`config.mk`:
```
export PLATFORM = sky130hd
export DESIGN_NAME = copro_vec_sequencer
export DESIGN_NICKNAME = d
export VERILOG_FILES = /design/src/rtl/copro_vec_sequencer.sv
export SDC_FILE = /design/constraint.sdc
export NUM_CORES = 1
export LEC_CHECK = 0
export CORE_ASPECT_RATIO = 1.4
export CORE_MARGIN = 10
export CORE_UTILIZATION = 55
export DETAILED_ROUTE_END_ITERATION = 16
export GPL_ROUTABILITY_DRIVEN = 0
export PLACE_DENSITY = 0.77
export SYNTH_ARGS = -nofsm -noshare
export SYNTH_HDL_FRONTEND = slang
export SYNTH_SLANG_ARGS = --single-unit
```
`constraint.sdc`:
```
create_clock -name clk_i -period 4.5 [get_ports clk_i]
set_input_delay 1.35 -clock clk_i [delete_from_list [all_inputs] [get_ports clk_i]]
set_output_delay 1.35 -clock clk_i [all_outputs]
set_load 0.005 [all_outputs]
```
`src/rtl/copro_vec_sequencer.sv`:
```
// copro_vec_sequencer: multi-cycle execution stage for the example CV-X-IF
// vector coprocessor. Takes one predecoded custom vector instruction, walks
// the internal vector register one element per cycle, then returns a single
// result transaction to the core.
// Optional feature: define CVXIF_VEC_KILL_EN to honour kill_i in EXEC/RESP.

package copro_vec_pkg;
    typedef enum logic [1:0] {
        MV_V_X   = 2'd0,
        ADD_V_X  = 2'd1,
        REDSUM_V = 2'd2
    } custom_vec_op_e;
endpackage

module copro_vec_sequencer
    import copro_vec_pkg::*;
#(
    parameter int unsigned XLEN      = 32,
    parameter int unsigned VLMAX     = 8,
    parameter int unsigned VlenWidth = 4,
    parameter int unsigned IdWidth   = 4
) (
    input  logic                 clk_i,
    input  logic                 rst_ni,
    input  logic                 issue_valid_i,
    output logic                 issue_ready_o,
    input  custom_vec_op_e       op_i,
    input  logic [VlenWidth-1:0] vlen_i,
    input  logic [XLEN-1:0]      rs1_i,
    input  logic [IdWidth-1:0]   id_i,
    input  logic [4:0]           rd_i,
    input  logic                 wb_i,
    input  logic                 kill_i,
    output logic                 result_valid_o,
    input  logic                 result_ready_i,
    output logic [IdWidth-1:0]   result_id_o,
    output logic [XLEN-1:0]      result_data_o,
    output logic [4:0]           result_rd_o,
    output logic                 result_we_o
);

    localparam int unsigned IdxW = $clog2(VLMAX);

    typedef enum logic [1:0] {
        IDLE = 2'd0,
        EXEC = 2'd1,
        RESP = 2'd2
    } state_e;

    state_e               state_q, state_d;
    custom_vec_op_e       op_q;
    logic [XLEN-1:0]      rs1_q;
    logic [IdWidth-1:0]   id_q;
    logic [4:0]           rd_q;
    logic                 wb_q;
    logic [VlenWidth-1:0] len_q;
    logic [VlenWidth-1:0] cnt_q;
    logic [XLEN-1:0]      acc_q;
    logic [XLEN-1:0]      v_q [VLMAX];

    logic [VlenWidth-1:0] eff_len;
    logic [IdxW-1:0]      elem_idx;
    logic [IdxW-1:0]      last_idx;
    logic                 last_elem;
    logic                 kill;

`ifdef CVXIF_VEC_KILL_EN
    assign kill = kill_i;
`else
    logic unused_kill;
    assign unused_kill = kill_i;
    assign kill        = 1'b0;
`endif

    // Clamp the requested length to the register size; never wraps.
    assign eff_len   = (vlen_i > VlenWidth'(VLMAX)) ? VlenWidth'(VLMAX) : vlen_i;
    assign elem_idx  = IdxW'(cnt_q);
    assign last_idx  = IdxW'(len_q - VlenWidth'(1));
    assign last_elem = (cnt_q == len_q - VlenWidth'(1));

    // FSM state register.
    always_ff @(posedge clk_i or negedge rst_ni) begin
        if (!rst_ni) begin
            state_q <= IDLE;
        end else begin
            state_q <= state_d;
        end
    end

    // Next-state logic and result interface outputs.
    always_comb begin
        state_d        = state_q;
        issue_ready_o  = 1'b0;
        result_valid_o = 1'b0;
        result_id_o    = '0;
        result_data_o  = '0;
        result_rd_o    = '0;
        result_we_o    = 1'b0;
        unique case (state_q)
            IDLE: begin
                issue_ready_o = 1'b1;
                if (issue_valid_i) begin
                    state_d = (eff_len == '0) ? RESP : EXEC;
                end
            end
            EXEC: begin
                if (kill) begin
                    state_d = IDLE;
                end else if (last_elem) begin
                    state_d = RESP;
                end
            end
            RESP: begin
                result_valid_o = 1'b1;
                result_id_o    = id_q;
                result_rd_o    = rd_q;
                result_we_o    = wb_q;
                if (len_q == '0) begin
                    result_data_o = '0;
                end else if (op_q == REDSUM_V) begin
                    result_data_o = acc_q;
                end else begin
                    result_data_o = v_q[last_idx];
                end
                if (kill || result_ready_i) begin
                    state_d = IDLE;
                end
            end
            default: state_d = IDLE;
        endcase
    end

    // Instruction latch and per-element datapath; vector contents persist
    // across instructions and are cleared only by reset.
    always_ff @(posedge clk_i or negedge rst_ni) begin
        if (!rst_ni) begin
            op_q  <= MV_V_X;
            rs1_q <= '0;
            id_q  <= '0;
            rd_q  <= '0;
            wb_q  <= 1'b0;
            len_q <= '0;
            cnt_q <= '0;
            acc_q <= '0;
            for (int unsigned i = 0; i < VLMAX; i++) begin
                v_q[i] <= '0;
            end
        end else if (state_q == IDLE && issue_valid_i) begin
            op_q  <= op_i;
            rs1_q <= rs1_i;
            id_q  <= id_i;
            rd_q  <= rd_i;
            wb_q  <= wb_i;
            len_q <= eff_len;
            cnt_q <= '0;
            acc_q <= '0;
        end else if (state_q == EXEC && !kill) begin
            // Unrecognised op encodings fall through to the move behaviour.
            case (op_q)
                ADD_V_X:  v_q[elem_idx] <= v_q[elem_idx] + rs1_q;
                REDSUM_V: acc_q <= acc_q + v_q[elem_idx];
                default:  v_q[elem_idx] <= rs1_q;
            endcase
            cnt_q <= cnt_q + VlenWidth'(1);
        end
    end

endmodule

```
==> impl_metrics.json <==
{
  "clkSlewWorstSetupHoldPaths_ps": 60,
  "synth_area_leaders": "dfrtp_1 (43%), mux4_2 (7.3%), nand2_1 (6.3%), o21ai_0 (6.1%), ha_1 (4.1%)",
  "status": "completed",
  "drive_gt1_frac": 0.1707,
  "yosysUniqueCellTypes": 72,
  "grt_max_degree": 88,
  "whs_ps": 497.3,
  "syn_area_um2": 19710,
  "path_delay_family": "buffers and inverters",
  "synth_edf_count": 0,
  "syn2layout_area_growth_pct": 18.21,
  "drv_cap": 0,
  "viasPerCell": 6.736,
  "worstPathRequired_ps": 3150,
  "row_count": 82,
  "dr.pass1.iters": 6,
  "clock_latency_ps": 550,
  "dieArea_um2": 43910,
  "synth.avg_cell_area_um2": 9.752,
  "drv_slew": 0,
  "clock_path_buffers": 3,
  "layout_commonest_cell": "dfrtp_1",
  "post_synth_fa_ha_maj_area_fraction": 0.04266,
  "first_global_vias": 17690,
  "setup-violations-final": 0,
  "cts_tree": "built",
  "hold_violations": 0,
  "drt_iter0_drc": 2289,
  "final_nets": 2268,
  "cp_slowest_cell": "clkdlybuf4s50_1",
  "finalCritPeriodShare": 0.9944,
  "cts.sinks": 342,
  "htreeDepth": 2,
  "fmax_mhz": 223.5,
  "die_h_um": 244.0,
  "final_cell_mix": "dfrtp_1 (338), nand2_1 (332), o21ai_0 (241)",
  "start_util": 0.5536,
  "synthArstFlopShare": 1.000,
  "period_needed_ps": 4475,
  "diodes": 0,
  "path_buf_inv": 3,
  "yosys.area.top_type": "dfrtp_1",
  "ys_ff_latch": 342,
  "dp_hpwl_mm": 43.39,
  "root_buffer": "clkbuf_16",
  "wl_per_cell_um": 24.20,
  "crit_type": "register to primary output",
  "core_um2": 35600,
  "yosysSeqAreaShare": 0.4342,
  "ant_nets": 0,
  "antenna_found_initial": 2,
  "port_buffers": 95,
  "ioPinCount": 97,
  "synth_compound_area_frac": 0.2037,
  "synthCells": 2021,
  "drc_errors": 0,
  "hold_path_class": "register to register",
  "synthSimpleGateAreaFrac": 0.1301,
  "arrival_ps": 3120,
  "synth_top_family_by_area": "compound AO/OA/AOI/OAI gates",
  "vias": 17750,
  "synthXorXnorAreaFrac": 0.02584,
  "crit_chain": "inv_1, ha_4, xor2_4, buf_12, mux2i_1, a211oi_1, clkdlybuf4s50_1",
  "grtUsageTotal": 0.2766,
  "yosys_warnings": 0,
  "cts_buffers": 35,
  "final.setup_skew_ps": 16.58,
  "grt_pass1_wl_mm": 97.92,
  "yosys_most_used_dff": "dfrtp_1",
  "syn_nets": 2140,
  "crit_path_start_kind": "register",
  "wl_mm": 63.77,
  "grt_setup_unrepaired": "true",
  "worst_pin_slew_ps": 898.8,
  "worst_setup_path_end_kind": "primary output",
  "muxShareOfSynthArea": 0.1328,
  "worstPathMaxFanout": 17,
  "grt_overflow_total": 0,
  "slowest_delay_ps": 580,
  "slew_headroom": 0.3994,
  "synth.top_cell.area_share": 0.4342,
  "die_w_um": 180.0
}
area by class of cell:
class,count,area (µm²)
Tap cell,462,578.1
Fill cell,2682,12300
Sequential cell,342,8566
Clock inverter,13,152.6
Inverter,22,82.58
Timing Repair Buffer,229,2171
Multi-Input combinational cell,1519,10750
Clock buffer,48,994.7
repair_timing:
action                                  4_1_cts  5_1_grt
gates cloned                                  0        3
endpoints found under the setup margin       14      132
hold buffers                                  0        0
resized for setup                             6       32
setup buffers                                 0        5
pin swaps                                     0        8
through the flow:
step | instances | worst slack (ps) | setup TNS [ps] | instance area, µm² | util
final | 2635 | 25.14 | 0 | 23300 | 0.6544
after floorplan | 2021 | 6.113 | 0 | 19710 | -
after CTS | 2627 | 3.103 | 0 | 23040 | 0.6472
after global placement | 2566 | 14.03 | 0 | 21870 | 0.6143
after global routing | 2635 | -87.02 | -989.6 | 23300 | 0.6544
after detailed placement | 2566 | -168.9 | -1179 | 21870 | 0.6143
layer usage:
metal / track usage / vias up / routed length [µm]
li1: - / 7678 / -
met1: 0.3375 / 8693 / 23300
met2: 0.4568 / 1105 / 30490
met3: 0.05512 / 271 / 6482
met4: 0.1470 / 2 / 3473
met5: 0 / - / 19
state kept, by name, summed over array words and instances (netlist names), 4 cells and up:
signal  cells
acc_q      32
cnt_q       4
id_q        4
len_q       4
rd_q        5
rs1_q      32
v_q       256
cells in the mapped netlist, drive strengths merged (3+ instances only):
| master | number |
|---|---|
| o31ai | 5 |
| a2111oi | 3 |
| o21bai | 8 |
| nor2 | 113 |
| nor3b | 9 |
| nand2b | 12 |
| o211ai | 10 |
| nand4 | 26 |
| and3 | 16 |
| o41ai | 4 |
| o21ai | 252 |
| mux2i | 41 |
| a211oi | 41 |
| nand3 | 25 |
| and2 | 15 |
| nand3b | 7 |
| dfrtp | 342 |
| o311ai | 3 |
| nand2 | 332 |
| mux4 | 64 |
| a21oi | 94 |
| a22o | 12 |
| xnor2 | 32 |
| xor2 | 24 |
| a221oi | 11 |
| a31oi | 26 |
| nor3 | 11 |
| mux2 | 68 |
| a2111o | 3 |
| a21o | 33 |
| a22oi | 105 |
| clkbuf | 121 |
| nor2b | 8 |
| buf | 17 |
| o21a | 8 |
| inv | 22 |
| a211o | 4 |
| ha | 64 |
| a21boi | 4 |
kinds of logic after synthesis:
logic type      after synthesis
compound gates              638
xor+xnor                     56
mux                         173
fa+ha+maj                    66
flops                       342
simple gates                586
buf+inv                     160
worst register-to-register path, cell delays in order, from the launching register on:
cell and delay [ps]:
dfrtp_2 480, nor3b_2 210, buf_6 200, a22o_1 270
a221oi_1 210, nand3_1 230, ha_1 450, nand3_2 130
or4b_1 560, o211ai_2 130, a31o_4 160, a21oi_2 100
or4_4 570, o311ai_4 110, xor2_4 170, mux2_1 330
final timing paths:
kind / start / end / slack (ps) / cells after the start
setup / recovery: len_q[0]$_DFFE_PN0P_ / result_data_o[24] / 30 / 7
hold reg to reg: id_q[3]$_DFFE_PN0P_ / id_q[3]$_DFFE_PN0P_ / 500 / 1
setup reg to reg: cnt_q[1]$_DFFE_PN0N_ / v_q[191]$_DFFE_PN0P_ / 80 / 15
hold / removal: id_q[3]$_DFFE_PN0P_ / id_q[3]$_DFFE_PN0P_ / 500 / 1
min in group asynchronous: rst_ni / acc_q[12]$_DFFE_PN0P_ / 800 / 1
max in group asynchronous: rst_ni / v_q[222]$_DFFE_PN0P_ / 2740 / 2
Power is not shown: default switching activity piles up to over one toggle a cycle in this logic, so the estimate is an artifact.
